`config.mk`:
```
export PLATFORM = sky130hd
export DESIGN_NAME = pipeline_ctrl_flat
export DESIGN_NICKNAME = d
export VERILOG_FILES = /design/src/rtl/cpu_types_pkg.sv /design/src/rtl/pipeline_ctrl_if.sv /design/src/rtl/pipeline_ctrl_perf_counter.sv /design/src/rtl/pipeline_ctrl.sv /design/src/flat_wrapper.sv
export SDC_FILE = /design/constraint.sdc
export NUM_CORES = 1
export LEC_CHECK = 0
export ABC_AREA = 1
export BUFFER_PORTS_ARGS = -buffer_cell sky130_fd_sc_hd__buf_2
export CORE_ASPECT_RATIO = 0.5
export CORE_MARGIN = 10
export CORE_UTILIZATION = 30
export CTS_CLUSTER_SIZE = 25
export DETAILED_ROUTE_END_ITERATION = 6
export SYNTH_ARGS = -nofsm -noshare
export SYNTH_HDL_FRONTEND = slang
export SYNTH_SLANG_ARGS = --single-unit
```
`constraint.sdc`:
```
create_clock -name CLK -period 4.2 [get_ports CLK]
set_clock_uncertainty 0.05 [all_clocks]
set_input_delay 0.63 -clock CLK [delete_from_list [all_inputs] [get_ports CLK]]
set_output_delay 0.63 -clock CLK [all_outputs]
set_load 0.02 [all_outputs]
```
`src/rtl/cpu_types_pkg.sv`:
```
// cpu_types_pkg: shared pipeline control types
package cpu_types_pkg;
    typedef enum logic [1:0] {RUN, DWAIT, REDIRECT, HALTED} pipe_state_t;
    typedef logic [4:0] regbits_t;
endpackage

```
`src/rtl/pipeline_ctrl_if.sv`:
```
// pipeline_ctrl_if: hazard/hit inputs and per-register controls between datapath and pipeline_ctrl
interface pipeline_ctrl_if #(
    parameter int CNTW = 32
);
    import cpu_types_pkg::*;
    logic ihit, dhit, em_memreq, de_memread, em_redirect, mw_halt;
    regbits_t de_wsel, fd_rs, fd_rt;
    logic pc_en, fd_en, de_en, em_en, mw_en;
    logic fd_flush, de_flush, em_flush, halted;
    logic [CNTW-1:0] stall_cycles, flush_count;
    modport master (
        output ihit, dhit, em_memreq, de_memread, em_redirect, mw_halt, de_wsel, fd_rs, fd_rt,
        input pc_en, fd_en, de_en, em_en, mw_en, fd_flush, de_flush, em_flush, halted,
        input stall_cycles, flush_count
    );
    modport slave (
        input ihit, dhit, em_memreq, de_memread, em_redirect, mw_halt, de_wsel, fd_rs, fd_rt,
        output pc_en, fd_en, de_en, em_en, mw_en, fd_flush, de_flush, em_flush, halted,
        output stall_cycles, flush_count
    );
endinterface

```
`src/rtl/pipeline_ctrl_perf_counter.sv`:
```
// perf_counter: saturating event counter
module perf_counter #(
    parameter int W = 32
) (
    input  logic         CLK,
    input  logic         nRST,
    input  logic         inc,
    output logic [W-1:0] cnt
);
    always_ff @(posedge CLK or negedge nRST)
        if (!nRST) cnt <= '0;
        else if (inc && !(&cnt)) cnt <= cnt + 1'b1;
endmodule

```
`src/rtl/pipeline_ctrl.sv`:
```
// pipeline_ctrl: pipeline advance/flush sequencing with stall and flush performance counters
module pipeline_ctrl
    import cpu_types_pkg::*;
#(
    parameter int CNTW = 32
) (
    input logic CLK,
    input logic nRST,
    pipeline_ctrl_if.slave pif
);
    pipe_state_t state, next_state;
    logic dwait, lu, apply;
    assign dwait = pif.em_memreq & ~pif.dhit;
    assign lu = pif.de_memread & (pif.de_wsel != '0) &
                (pif.de_wsel == pif.fd_rs | pif.de_wsel == pif.fd_rt);
    assign pif.halted = state == HALTED;
    always_ff @(posedge CLK or negedge nRST)
        if (!nRST) state <= RUN;
        else state <= next_state;
    // REDIRECT doubles as the pending-redirect latch; reset drops it asynchronously
    always_comb begin
        next_state = state;
        apply = 1'b0;
        {pif.pc_en, pif.fd_en, pif.de_en, pif.em_en, pif.mw_en} = '0;
        {pif.fd_flush, pif.de_flush, pif.em_flush} = '0;
        if (nRST) begin
            case (state)
                RUN:
                    if (pif.mw_halt) next_state = HALTED;
                    else if (pif.em_redirect & pif.ihit) begin
                        apply = 1'b1;
                        pif.pc_en = 1'b1;
                        pif.mw_en = 1'b1;
                        {pif.fd_flush, pif.de_flush, pif.em_flush} = '1;
                    end else if (pif.em_redirect) begin
                        next_state = REDIRECT;
                        pif.mw_en = ~dwait;
                    end else if (dwait) next_state = DWAIT;
                    else if (pif.ihit & lu) begin
                        pif.de_flush = 1'b1;
                        {pif.em_en, pif.mw_en} = '1;
                    end else if (pif.ihit) {pif.pc_en, pif.fd_en, pif.de_en, pif.em_en, pif.mw_en} = '1;
                    else {pif.em_en, pif.mw_en} = {2{pif.em_memreq & pif.dhit}};
                DWAIT:
                    if (pif.dhit) begin
                        next_state = RUN;
                        {pif.em_en, pif.mw_en} = '1;
                        {pif.pc_en, pif.fd_en, pif.de_en} = {3{pif.ihit}};
                    end
                REDIRECT:
                    if (pif.mw_halt) next_state = HALTED;
                    else if (pif.ihit) begin
                        next_state = RUN;
                        apply = 1'b1;
                        pif.pc_en = 1'b1;
                        {pif.fd_flush, pif.de_flush, pif.em_flush} = '1;
                    end
                default: ;
            endcase
        end
    end
    perf_counter #(.W(CNTW)) u_stall (
        .CLK(CLK), .nRST(nRST), .inc(~pif.pc_en & (state != HALTED)), .cnt(pif.stall_cycles)
    );
    perf_counter #(.W(CNTW)) u_flush (
        .CLK(CLK), .nRST(nRST), .inc(apply), .cnt(pif.flush_count)
    );
endmodule

```
`src/flat_wrapper.sv`:
```
// flat-port wrapper written by rule: the top's interface ports become plain ports
module pipeline_ctrl_flat import cpu_types_pkg::*;
#(
    parameter int CNTW = 32
)
  (CLK, nRST, pif_ihit, pif_dhit, pif_em_memreq, pif_de_memread, pif_em_redirect, pif_mw_halt, pif_de_wsel, pif_fd_rs, pif_fd_rt, pif_pc_en, pif_fd_en, pif_de_en, pif_em_en, pif_mw_en, pif_fd_flush, pif_de_flush, pif_em_flush, pif_halted, pif_stall_cycles, pif_flush_count);
  pipeline_ctrl_if #(.CNTW(CNTW)) pif_i ();
  input logic CLK;
  input logic nRST;
  input wire logic [$bits(pif_i.ihit)-1:0] pif_ihit;
  input wire logic [$bits(pif_i.dhit)-1:0] pif_dhit;
  input wire logic [$bits(pif_i.em_memreq)-1:0] pif_em_memreq;
  input wire logic [$bits(pif_i.de_memread)-1:0] pif_de_memread;
  input wire logic [$bits(pif_i.em_redirect)-1:0] pif_em_redirect;
  input wire logic [$bits(pif_i.mw_halt)-1:0] pif_mw_halt;
  input wire logic [$bits(pif_i.de_wsel)-1:0] pif_de_wsel;
  input wire logic [$bits(pif_i.fd_rs)-1:0] pif_fd_rs;
  input wire logic [$bits(pif_i.fd_rt)-1:0] pif_fd_rt;
  output wire logic [$bits(pif_i.pc_en)-1:0] pif_pc_en;
  output wire logic [$bits(pif_i.fd_en)-1:0] pif_fd_en;
  output wire logic [$bits(pif_i.de_en)-1:0] pif_de_en;
  output wire logic [$bits(pif_i.em_en)-1:0] pif_em_en;
  output wire logic [$bits(pif_i.mw_en)-1:0] pif_mw_en;
  output wire logic [$bits(pif_i.fd_flush)-1:0] pif_fd_flush;
  output wire logic [$bits(pif_i.de_flush)-1:0] pif_de_flush;
  output wire logic [$bits(pif_i.em_flush)-1:0] pif_em_flush;
  output wire logic [$bits(pif_i.halted)-1:0] pif_halted;
  output wire logic [$bits(pif_i.stall_cycles)-1:0] pif_stall_cycles;
  output wire logic [$bits(pif_i.flush_count)-1:0] pif_flush_count;
  assign pif_i.ihit = pif_ihit;
  assign pif_i.dhit = pif_dhit;
  assign pif_i.em_memreq = pif_em_memreq;
  assign pif_i.de_memread = pif_de_memread;
  assign pif_i.em_redirect = pif_em_redirect;
  assign pif_i.mw_halt = pif_mw_halt;
  assign pif_i.de_wsel = pif_de_wsel;
  assign pif_i.fd_rs = pif_fd_rs;
  assign pif_i.fd_rt = pif_fd_rt;
  assign pif_pc_en = pif_i.pc_en;
  assign pif_fd_en = pif_i.fd_en;
  assign pif_de_en = pif_i.de_en;
  assign pif_em_en = pif_i.em_en;
  assign pif_mw_en = pif_i.mw_en;
  assign pif_fd_flush = pif_i.fd_flush;
  assign pif_de_flush = pif_i.de_flush;
  assign pif_em_flush = pif_i.em_flush;
  assign pif_halted = pif_i.halted;
  assign pif_stall_cycles = pif_i.stall_cycles;
  assign pif_flush_count = pif_i.flush_count;
  pipeline_ctrl #(.CNTW(CNTW)) u_core (.CLK(CLK), .nRST(nRST), .pif(pif_i));
endmodule
```
==> results.md, run 1 <==
* Critical R2R Launch: u_core.u_flush.cnt[0]$_DFFE_PN0P_
* Number of hold violations in the final report at 0
* Synth cell types at 29
* Global-route wire length before repair at 21900 um
* Source-to-sink clock delay at the later pin of the worst-skew pair at 0.33 ns
* Root Buffer Master: sky130_fd_sc_hd__clkbuf_16
* Max Buffers Root-to-Sink at 2
* Time the worst path needs with I/O delays and setup at 3.02 ns
* Critical Path Source Type: flip-flop
* CP arrival at 2.34 ns
* Crit path largest cell delay at 0.43 ns
* Highest clock rate at 331 MHz
* Number of cells produced by synthesis at 670
* First drt pass iteration count at 4
* Setup slack, reg-to-reg at 1.63 ns
* Count of final max-slew check failures at 0
* Area Overhead vs Synth at 19.5%
* Number of gates on the worst path with buffers counted at 11
* Run status: completed
* CP Data Required Time at 3.52 ns
* WL final at 13200 um
* Avg Synthesized Cell Area at 6.83 um2
* Cell taking the most area after synthesis: sky130_fd_sc_hd__dfrtp_1
* Via count normalized by instance count at 4.57
* Overall overflow remaining after global route at 0
* Leading post-synthesis cells by cell area: sky130_fd_sc_hd__dfrtp_1, sky130_fd_sc_hd__nand2_1, sky130_fd_sc_hd__xor2_1
* Share of the core filled with cells at 0.372
* Delay-heaviest family, CP: simple AND/OR/NAND/NOR gates
* RSZ-0062 raised after global routing: false
* Clock-pin slew on the worst setup and hold paths at 0.06 ns
* Maximum VDD drop at 0.000184 V
* Vias post-DR at 4403
* DIE WIDTH at 195 um
* Number of flip-flops and latches in the synthesized netlist at 66
* Hold_buf cts at 0
* Synthesized cell area at 4570 um2
* Critical path endpoint: pif_pc_en
* Number of primary I/O pins at 96
* Total power density per cell area at 427 nW/um2
* Largest fanout of any net on the critical path at 34
* Antenna Nets Post-Route at 0
* Worst Setup End Kind: output port
* Total of endpoints with negative setup slack in the final report at 0
* TritonCTS sink count at 66
* CP cell instances: inv_1, ha_1, nand2_1, nor2_1, inv_1, nor2_1, nand2_1, nand2_1, nand2_2, nor2_1, buf_2
* Initial core utilization at 0.311
* Die Height at 107 um
* Timing startpoint of the critical path: u_core.state[1]$_DFFE_PN0P_
* Proportion of layout cells with a drive suffix above 1 at 0.170
* Critical path class: flip-flop to output port
* # Max-Cap Violations at 0
* Depth of the worst register-to-register path at 10
* Clock tree from TritonCTS: built
* Buffers added on ports at 95
* Number of buffers created by CTS at 9
* Post-cts gate resize count at 0
* Placeable core region at 14700 um2
* Global placer's final weighted congestion at 0.894
* LEAKAGE at 2.86 nW
* Reg-to-reg critical path endpoint: u_core.u_flush.cnt[17]$_DFFE_PN0P_
* Sum of net half-perimeters after detailed placement at 10300 um
* Clock H-tree levels at 3
* Die outline area at 20900 um2
* Number of nets produced by synthesis at 700
* Area share of the largest cell type after synthesis at 0.361
* Average wire length per cell after detail routing at 13.7 um
* DRC violation total after the first TritonRoute iteration at 255
* Maximum number of pins on one net before global-route repair at 67
* GRT Total Usage at 0.126
* Remaining routing DRC violations at 0
* Total of warnings raised by yosys at 0
* Number of antenna violations at the first check in global routing at 0
* Proportion of synthesized chip area in sequential cells at 0.361
* Vias in the first global route at 4222
* Total negative slack at 0 ns
* Diodes inserted at 0
* Max-Slew Margin vs Limit at 0.436
* Buffering stage count on the worst path with inverters included at 3
* Critical path's slowest cell: sky130_fd_sc_hd__dfrtp_1
* Post-route fraction of the period consumed by the critical path at 0.720
* Slew @ Worst Pin at 0.846 ns
* Total setup buffers inserted after CTS at 0
* Number of nets in the layout at 791
* Number of placement rows at 31
* Class of the most critical hold timing path: flip-flop to flip-flop
## cell usage after synthesis
cell and number:
sky130_fd_sc_hd__o21ai_1 12, sky130_fd_sc_hd__nor4_1 1, sky130_fd_sc_hd__nand2_2 4, sky130_fd_sc_hd__buf_4 3, sky130_fd_sc_hd__a21boi_0 1, sky130_fd_sc_hd__nor3_2 2
sky130_fd_sc_hd__buf_2 10, sky130_fd_sc_hd__nand3_1 46, sky130_fd_sc_hd__o21a_1 2, sky130_fd_sc_hd__nor3b_1 4, sky130_fd_sc_hd__nand2_1 242, sky130_fd_sc_hd__nand3_2 1
sky130_fd_sc_hd__ha_1 7, sky130_fd_sc_hd__buf_6 3, sky130_fd_sc_hd__nor3_1 39, sky130_fd_sc_hd__o22ai_1 1, sky130_fd_sc_hd__inv_2 10, sky130_fd_sc_hd__nand4_1 9
sky130_fd_sc_hd__nor2_2 3, sky130_fd_sc_hd__dfrtp_1 66, sky130_fd_sc_hd__xnor2_1 18, sky130_fd_sc_hd__a2111oi_0 1, sky130_fd_sc_hd__xor2_1 41, sky130_fd_sc_hd__o21ai_0 9
sky130_fd_sc_hd__nand3b_1 4, sky130_fd_sc_hd__a21oi_1 1, sky130_fd_sc_hd__inv_1 60, sky130_fd_sc_hd__nor2_1 69, sky130_fd_sc_hd__nand2_4 1
## worst register-to-register path: cells and delay by family, from the launching register on
kind	cells	cell delay (ns)
buf+inv	2	0.45
compound gates	1	0.07
flops	1	0.44
fa+ha+maj	1	0.20
simple gates	6	1.22
## cells by family after synthesis
group,share of synthesized area
adders and majority gates,0.0192
buffers and inverters,0.0807
and+or+nand+nor,0.394
DFF,0.361
AOI/OAI and AO/OA,0.0323
xor gates and xnor gates,0.113
## worst min-delay path by stage
stage / start / to / slack [ns] / cells past startpoint
floorplan: nRST / u_core.state[0]$_DFFE_PN0P_ / 0.28 / 0
global placement: u_core.u_stall.cnt[31]$_DFFE_PN0P_ / u_core.u_stall.cnt[31]$_DFFE_PN0P_ / 0.44 / 2
detailed placement: u_core.u_stall.cnt[26]$_DFFE_PN0P_ / u_core.u_stall.cnt[26]$_DFFE_PN0P_ / 0.44 / 2
CTS: u_core.u_stall.cnt[26]$_DFFE_PN0P_ / u_core.u_stall.cnt[26]$_DFFE_PN0P_ / 0.45 / 2
global route: u_core.u_stall.cnt[31]$_DFFE_PN0P_ / u_core.u_stall.cnt[31]$_DFFE_PN0P_ / 0.46 / 2
finish: u_core.u_stall.cnt[26]$_DFFE_PN0P_ / u_core.u_stall.cnt[26]$_DFFE_PN0P_ / 0.45 / 2
## placed cells by master, fill, tap and decap left out
master,count
sky130_fd_sc_hd__a2111oi_0,1
sky130_fd_sc_hd__a21boi_0,1
sky130_fd_sc_hd__a21oi_1,1
sky130_fd_sc_hd__buf_2,94
sky130_fd_sc_hd__buf_4,2
sky130_fd_sc_hd__clkbuf_1,3
sky130_fd_sc_hd__clkbuf_16,9
sky130_fd_sc_hd__clkbuf_8,1
sky130_fd_sc_hd__clkinv_2,3
sky130_fd_sc_hd__dfrtp_1,66
sky130_fd_sc_hd__ha_1,7
sky130_fd_sc_hd__inv_1,60
sky130_fd_sc_hd__inv_2,10
sky130_fd_sc_hd__nand2_1,242
sky130_fd_sc_hd__nand2_2,4
sky130_fd_sc_hd__nand2_4,1
sky130_fd_sc_hd__nand3_1,46
sky130_fd_sc_hd__nand3_2,1
sky130_fd_sc_hd__nand3b_1,4
sky130_fd_sc_hd__nand4_1,9
sky130_fd_sc_hd__nor2_1,69
sky130_fd_sc_hd__nor2_2,3
sky130_fd_sc_hd__nor3_1,39
sky130_fd_sc_hd__nor3_2,2
sky130_fd_sc_hd__nor3b_1,4
sky130_fd_sc_hd__nor4_1,1
sky130_fd_sc_hd__o21a_1,2
sky130_fd_sc_hd__o21ai_0,9
sky130_fd_sc_hd__o21ai_1,12
sky130_fd_sc_hd__o22ai_1,1
sky130_fd_sc_hd__xnor2_1,18
sky130_fd_sc_hd__xor2_1,41
## where the power goes
part | internal [mW] | leakage [nW] | switching [mW]
Sequential | 0.739 | 0.889 | 0.135
Clock | 0.413 | 0.133 | 0.270
Combinational | 0.246 | 1.84 | 0.533
## per-stage QoR
step	hold WS, ns	cell area [um2]	instances	setup WS, ns	power, mW
3_5_place_dp	0.438	5200	948	1.39	1.67
4_1_cts	0.451	5470	964	1.14	2.37
2_1_floorplan	0.284	4570	670	1.80	1.44
5_1_grt	0.460	5470	964	0.935	2.49
6_report	0.446	5470	964	1.18	2.34
3_3_place_gp	0.437	5200	948	1.41	1.67
## registers in the layout (all words and copies together), names as in the netlist
signal,count
u_core.u_flush.cnt,32
u_core.state,2
u_core.u_stall.cnt,32
## final cells by class
class | instances | area (um2)
inverters | 70 | 263
flip-flops and latches | 66 | 1650
fillers | 1584 | 9240
well taps | 198 | 248
clock inverters | 3 | 15.0
multi-input cells | 518 | 2550
repair buffers | 96 | 485
clock buffers | 13 | 250
## layer usage
layer  up-vias  global-route usage  wire length (um)
met5         -                   0                 0
met4         0              0.0338               133
met1      2022               0.155              6030
met2        79               0.215              6380
met3        11              0.0330               646
li1       2291                   -                 -
No activity file was read; power rests on OpenSTA's default activity.
==> run 2, diff against run 1 <==
==> constraint.sdc (replaced) <==
create_clock -name CLK -period 2.8 [get_ports CLK]
set_clock_uncertainty 0.05 [all_clocks]
set_input_delay 0.42 -clock CLK [delete_from_list [all_inputs] [get_ports CLK]]
set_output_delay 0.42 -clock CLK [all_outputs]
set_load 0.02 [all_outputs]
==> results.md, run 2 (same netlist as run 1, synthesis figures left out) <==
* Most common cell after layout, fill and taps aside: sky130_fd_sc_hd__nand2_1
* Worst-case hold slack at 0.414 ns (-0.0317 ns)
* Average wire length per cell after detail routing at 13.9 um (+1.5%)
* Via count normalized by instance count at 4.63 (+1.3%)
* Root Buffer Master: sky130_fd_sc_hd__clkbuf_16
* Time the worst path needs with I/O delays and setup at 2.52 ns
* Area Overhead vs Synth at 21.9%
* Die Height at 107 um (unchanged)
* DRC violation total after the first TritonRoute iteration at 281 (+10%)
* Slew @ Worst Pin at 0.820 ns (-0.0259 ns)
* Clock tree from TritonCTS: built
* Proportion of layout cells with a drive suffix above 1 at 0.174 (+0.00431)
* Clock-pin slew on the worst setup and hold paths at 0.05 ns (about the same)
* Total setup buffers inserted after CTS at 0 (unchanged)
* Source-to-sink clock delay at the later pin of the worst-skew pair at 0.34 ns (about the same)
* Placement-stage cell area at 5220 um2 (+0.43%)
* Class of the most critical hold timing path: input pin to flip-flop
* Number of nets in the layout at 795 (+0.51%)
* Final critical-path setup slack at 0.283 ns (-0.892 ns)
* CP arrival at 2.05 ns (-0.29 ns)
* Number of placement rows at 31 (unchanged)
* Worst Setup End Kind: output port
* Post-route fraction of the period consumed by the critical path at 0.899
* Max-Slew Margin vs Limit at 0.453 (+0.0173)
* Vias post-DR at 4479 (+1.7%)
* Highest clock rate at 397 MHz
* Buffering stage count on the worst path with inverters included at 3 (unchanged)
* GRT Total Usage at 0.129 (+0.00316)
* Clock H-tree levels at 3 (unchanged)
* Die outline area at 20900 um2 (unchanged)
* Share of the core filled with cells at 0.379 (+0.00732)
* Number of hold violations in the final report at 0 (unchanged)
* Number of cells after detailed placement at 951 (+0.32%)
* Overall overflow remaining after global route at 0 (unchanged)
* Number of antenna violations at the first check in global routing at 0 (unchanged)
* Total power density per cell area at 684 nW/um2 (+60%)
* Number of primary I/O pins at 96 (unchanged)
* Critical path class: flip-flop to output port
* Initial core utilization at 0.311 (unchanged)
* Diodes inserted at 0 (unchanged)
* CP Data Required Time at 2.33 ns (-1.19 ns)
* Remaining routing DRC violations at 0 (unchanged)
* LEAKAGE at 2.91 nW (+1.8%)
* Vias in the first global route at 4407 (+4.4%)
* RSZ-0062 raised after global routing: false
* Crit path largest cell delay at 0.43 ns (about the same)
* Largest fanout of any net on the critical path at 18 (-47%)
* Post-route insts no fill at 968 (+0.41%)
* Total negative slack at 0 ns (unchanged)
* Global placer's final weighted congestion at 0.917 (+2.5%)
* Global-route wire length before repair at 22500 um (+3.0%)
* Buffers added on ports at 95 (unchanged)
* WL final at 13400 um (+1.9%)
* Registers with the highest flip-flop counts: u_core.u_flush.cnt x32, u_core.u_stall.cnt x32, u_core.state x2
* Commonest cells after routing, fill and taps aside: sky130_fd_sc_hd__nand2_1, sky130_fd_sc_hd__buf_2, sky130_fd_sc_hd__nor2_1, sky130_fd_sc_hd__dfrtp_1, sky130_fd_sc_hd__inv_1
* Maximum VDD drop at 0.000310 V (+69%)
* First drt pass iteration count at 5 (+1)
* Power consumption at 3.81 mW (+63%)
* Run status: completed
* Total of endpoints with negative setup slack in the final report at 0 (unchanged)
* Count of final max-slew check failures at 0 (unchanged)
* Critical path's slowest cell: sky130_fd_sc_hd__dfrtp_1
* Critical Path Source Type: flip-flop
* CP cell instances: inv_1, ha_1, nand2_1, nor2_1, inv_1, nor2_1, nand2_1, nand2_1, nand2_4, nor2_1, buf_2
* Number of buffers created by CTS at 9 (unchanged)
* Delay-heaviest family, CP: simple AND/OR/NAND/NOR gates
* Antenna Nets Post-Route at 0 (unchanged)
* Maximum number of pins on one net before global-route repair at 66 (-1.5%)
* Sum of net half-perimeters after detailed placement at 10600 um (+2.5%)
* # Max-Cap Violations at 0 (unchanged)
* Place WS at 0.447 ns (-0.944 ns)
* TritonCTS sink count at 66 (unchanged)
* DIE WIDTH at 195 um (unchanged)
* Placeable core region at 14700 um2 (unchanged)
* Finished layout cell area at 5570 um2 (+2.0%)
* Max Buffers Root-to-Sink at 2 (unchanged)
-- run 2: cell types whose count changed in the layout (fill, tap and decap cells not counted) --
cell | previous run | this run
sky130_fd_sc_hd__clkinvlp_4 | 0 | 1
sky130_fd_sc_hd__clkinv_2 | 3 | 1
sky130_fd_sc_hd__clkbuf_1 | 3 | 2
sky130_fd_sc_hd__buf_4 | 2 | 5
sky130_fd_sc_hd__nand2_2 | 4 | 3
sky130_fd_sc_hd__nand2_4 | 1 | 2
sky130_fd_sc_hd__bufinv_16 | 0 | 3
sky130_fd_sc_hd__dlygate4sd3_1 | 0 | 1
sky130_fd_sc_hd__clkbuf_8 | 1 | 0
-- run 2: report_power, final --
part	switching (mW)	internal, mW
clock network	0.433	0.869
logic	0.814	0.384
registers	0.204	1.11
-- run 2: metal layers --
layer,up-vias,part of all wire,global-route usage
li1,2296,-,-
met1,2065,0.46,0.156
met2,102,0.48,0.227
met3,16,0.050,0.0326
met4,0,0.013,0.0306
met5,-,0,0
-- run 2: cell type report --
class	count	area [um2]
repair buffers	100	518
multi-input cells	518	2560
inverters	70	263
clock buffers	11	233
well taps	198	248
clock inverters	5	103
fillers	1587	9130
flip-flops and latches	66	1650
-- run 2: path summary, 6_finish.rpt --
check	startpoint	endpoint	slack [ns]	cells after the start
min in group asynchronous	nRST	u_core.state[0]$_DFFE_PN0P_	0.44	2
max	u_core.state[1]$_DFFE_PN0P_	pif_pc_en	0.28	11
max in group asynchronous	nRST	u_core.u_stall.cnt[11]$_DFFE_PN0P_	1.25	3
min reg2reg	u_core.u_stall.cnt[26]$_DFFE_PN0P_	u_core.u_stall.cnt[26]$_DFFE_PN0P_	0.45	2
min	pif_em_redirect	u_core.state[1]$_DFFE_PN0P_	0.41	3
max reg2reg	u_core.u_stall.cnt[1]$_DFFE_PN0P_	u_core.u_stall.cnt[25]$_DFFE_PN0P_	0.50	13
-- run 2: worst min-delay path, cell delays in order --
cell	delay, ns
sky130_fd_sc_hd__buf_2	0.12
sky130_fd_sc_hd__o21ai_0	0.07
sky130_fd_sc_hd__o21ai_0	0.15
-- run 2: repair_timing --
item,CTS,global route
hold buffers,1,0
setup endpoints to repair,0,1
endpoints found under the hold margin,1,0
resized for setup,0,1
==> run 3, diff against run 2 <==
--- a/config.mk
+++ b/config.mk
@@ -8,10 +8,11 @@
 export ABC_AREA = 1
 export BUFFER_PORTS_ARGS = -buffer_cell sky130_fd_sc_hd__buf_2
 export CORE_ASPECT_RATIO = 0.5
-export CORE_MARGIN = 10
+export CORE_MARGIN = 1
 export CORE_UTILIZATION = 30
 export CTS_CLUSTER_SIZE = 25
 export DETAILED_ROUTE_END_ITERATION = 6
 export SYNTH_ARGS = -nofsm -noshare
 export SYNTH_HDL_FRONTEND = slang
+export SYNTH_HIERARCHICAL = 1
 export SYNTH_SLANG_ARGS = --single-unit
==> results.md, run 3 <==
* Max Buffers Root-to-Sink at 2 (unchanged)
* Commonest cells after routing, fill and taps aside: sky130_fd_sc_hd__nand2_1, sky130_fd_sc_hd__nor2_1, sky130_fd_sc_hd__buf_2, sky130_fd_sc_hd__inv_1, sky130_fd_sc_hd__dfrtp_1
* Placement-stage cell area at 5620 um2 (+7.6%)
* Time the worst path needs with I/O delays and setup at 2.49 ns (-0.0250 ns)
* Finished layout cell area at 5910 um2 (+6.1%)
* Total power density per cell area at 525 nW/um2 (-23%)
* Post-route fraction of the period consumed by the critical path at 0.890 (-0.00893)
* CP arrival at 2.02 ns (-0.03 ns)
* Area Overhead vs Synth at 20.1%
* LEAKAGE at 3.06 nW (+5.0%)
* Critical path class: flip-flop to output port
* Proportion of layout cells with a drive suffix above 1 at 0.172 (-0.00199)
* Number of enable-type register cells in the synthesized netlist at 0 (unchanged)
* First drt pass iteration count at 5 (unchanged)
* Vias in the first global route at 4657 (+5.7%)
* DRC violation total after the first TritonRoute iteration at 295 (+5.0%)
* Run status: completed
* TritonCTS sink count at 66 (unchanged)
* Total negative slack at 0 ns (unchanged)
* Seq. cell area at 1650 um2 (unchanged)
* Antenna Nets Post-Route at 0 (unchanged)
* Cell taking the most area after synthesis: sky130_fd_sc_hd__dfrtp_1
* Number of flip-flops and latches in the synthesized netlist at 66 (unchanged)
* Via count normalized by instance count at 4.52 (-2.4%)
* Maximum VDD drop at 0.000251 V (-19%)
* # Max-Cap Violations at 0 (unchanged)
* Number of hold violations in the final report at 0 (unchanged)
* Maximum number of pins on one net before global-route repair at 65 (-1.5%)
* Slew @ Worst Pin at 0.827 ns (+0.00628 ns)
* CP Data Required Time at 2.33 ns (about the same)
* Fraction of registers with async set/reset at 1.00 (unchanged)
* Root Buffer Master: sky130_fd_sc_hd__clkbuf_16
* Global placer's final weighted congestion at 0.953 (+3.9%)
* Share of the core filled with cells at 0.377 (-0.00242)
* GRT Total Usage at 0.171 (+0.0414)
* Highest clock rate at 401 MHz (+1.0%)
* Number of cells produced by synthesis at 796 (+19%)
* Critical Path Source Type: flip-flop
* Clock-pin slew on the worst setup and hold paths at 0.05 ns (about the same)
* Die outline area at 17000 um2 (-19%)
* Average wire length per cell after detail routing at 12.2 um (-12%)
* Cell with the most instances after synthesis: sky130_fd_sc_hd__nand2_1
* Synth cell types at 31 (+6.9%)
* Die Height at 92.6 um (-14%)
* Placeable core region at 15700 um2 (+6.8%)
* Synthesized cell area at 4920 um2 (+7.6%)
* Initial core utilization at 0.314 (+0.00253)
* Number of primary I/O pins at 96 (unchanged)
* Vias post-DR at 5067 (+13%)
* DIE WIDTH at 183 um (-5.9%)
* Count of final max-slew check failures at 0 (unchanged)
* Number of placement rows at 32 (+3.2%)
* Sum of net half-perimeters after detailed placement at 10600 um (+0.67%)
* Synth cell count leaders: sky130_fd_sc_hd__nand2_1, sky130_fd_sc_hd__nor2_1, sky130_fd_sc_hd__inv_1, sky130_fd_sc_hd__dfrtp_1, sky130_fd_sc_hd__nand3_1
* Buffers added on ports at 95 (unchanged)
* Number of nets produced by synthesis at 825 (+18%)
* Max-Slew Margin vs Limit at 0.449 (-0.00419)
* Diodes inserted at 0 (unchanged)
* Area share of the largest cell type after synthesis at 0.336 (-0.0256)
* Registers with the highest flip-flop counts: u_core/u_flush/cnt x32, u_core/u_stall/cnt x32, u_core/state x2
* Clock H-tree levels at 3 (unchanged)
* RSZ-0062 raised after global routing: false
* Global-route wire length before repair at 23100 um (+2.5%)
* WL final at 13700 um (+1.7%)
* Area taken by multi-input logic gates at 2870 um2 (+12%)
* Fillers at 1741 (+9.7%)
* Worst Setup End Kind: output port
* Source-to-sink clock delay at the later pin of the worst-skew pair at 0.33 ns (about the same)
* Most used DFF post-synth: sky130_fd_sc_hd__dfrtp_1
* Overall overflow remaining after global route at 0 (unchanged)
* Number of buffers created by CTS at 9 (unchanged)
* Leading post-synthesis cells by cell area: sky130_fd_sc_hd__dfrtp_1, sky130_fd_sc_hd__nand2_1, sky130_fd_sc_hd__nor2_1
* Most common cell after layout, fill and taps aside: sky130_fd_sc_hd__nand2_1
* Total of warnings raised by yosys at 6 (+6)
* Total of endpoints with negative setup slack in the final report at 0 (unchanged)
* Clock tree from TritonCTS: built
* Class of the most critical hold timing path: input pin to flip-flop
* Number of antenna violations at the first check in global routing at 0 (unchanged)
* Proportion of synthesized chip area in sequential cells at 0.336 (-0.0256)
* Remaining routing DRC violations at 0 (unchanged)
* Number of nets in the layout at 925 (+16%)
* Largest fanout of any net on the critical path at 4 (-14)
* Avg Synthesized Cell Area at 6.18 um2 (-9.4%)
run 3: what timing repair did:
action,in CTS,in global routing
hold endpoints to repair,2,0
setup buffers,0,0
hold buffers,1,0
resized for setup,0,0
run 3: final timing paths:
kind | start | to | slack [ns] | cells past startpoint
min | pif_mw_halt | u_core/state[0]$_DFFE_PN0P_ | 0.42 | 3
max in group asynchronous | nRST | u_core/u_flush/cnt[10]$_DFFE_PN0P_ | 1.23 | 3
max reg2reg | u_core/state[0]$_DFFE_PN0P_ | u_core/u_stall/cnt[26]$_DFFE_PN0P_ | 0.31 | 16
max | u_core/state[0]$_DFFE_PN0P_ | pif_fd_flush | 0.31 | 10
min reg2reg | u_core/u_stall/cnt[30]$_DFFE_PN0P_ | u_core/u_stall/cnt[30]$_DFFE_PN0P_ | 0.48 | 2
min in group asynchronous | nRST | u_core/state[0]$_DFFE_PN0P_ | 0.43 | 2
run 3: logic make-up after synthesis:
| kind of cell | share of synthesized area |
|---|---|
| and+or+nand+nor | 0.504 |
| buffers and inverters | 0.0813 |
| DFF | 0.336 |
| xor gates and xnor gates | 0.0427 |
| AOI/OAI and AO/OA | 0.0216 |
| adders and majority gates | 0.0153 |
run 3: layout make-up:
type / count / share of cell area
flip-flops and latches: 66 / 0.279
well taps: 221 / 0.0468
clock buffers: 14 / 0.0463
multi-input cells: 637 / 0.486
inverters: 81 / 0.0514
repair buffers: 101 / 0.0889
clock inverters: 2 / 0.00169
run 3: report_power, final:
group | total, mW | switching [mW] | internal [mW] | leakage, nW
Clock | 1.07 | 0.404 | 0.670 | 0.143
Combinational | 0.857 | 0.578 | 0.279 | 2.01
Sequential | 1.17 | 0.129 | 1.04 | 0.907
Total | 3.10 | 1.11 | 1.99 | 3.06
run 3: critical path, stage by stage, from the launching register on:
cell and delay, ns:
sky130_fd_sc_hd__dfrtp_1 0.41, sky130_fd_sc_hd__inv_1 0.10, sky130_fd_sc_hd__ha_1 0.17, sky130_fd_sc_hd__nand2_1 0.11, sky130_fd_sc_hd__nor2_2 0.17, sky130_fd_sc_hd__inv_2 0.04, sky130_fd_sc_hd__nand2_1 0.08, sky130_fd_sc_hd__inv_1 0.07
sky130_fd_sc_hd__nor2_1 0.19, sky130_fd_sc_hd__buf_4 0.20, sky130_fd_sc_hd__buf_2 0.17
run 3: metal layers:
metal | vias up | global-route usage | wire (um)
met4 | 0 | 0.0417 | 157
met1 | 2339 | 0.231 | 6800
li1 | 2635 | - | -
met3 | 10 | 0.0295 | 482
met5 | - | 0 | 0
met2 | 83 | 0.282 | 6230
run 3: stage by stage:
stage	hold WS, ns	worst slack [ns]	cells	total power, mW
2_1_floorplan	0.0744	0.408	796	1.78
3_3_place_gp	0.203	0.440	1105	2.04
3_5_place_dp	0.206	0.363	1105	2.05
4_1_cts	0.407	0.267	1122	3.15
5_1_grt	0.434	0.0759	1122	3.31
6_report	0.417	0.308	1122	3.10
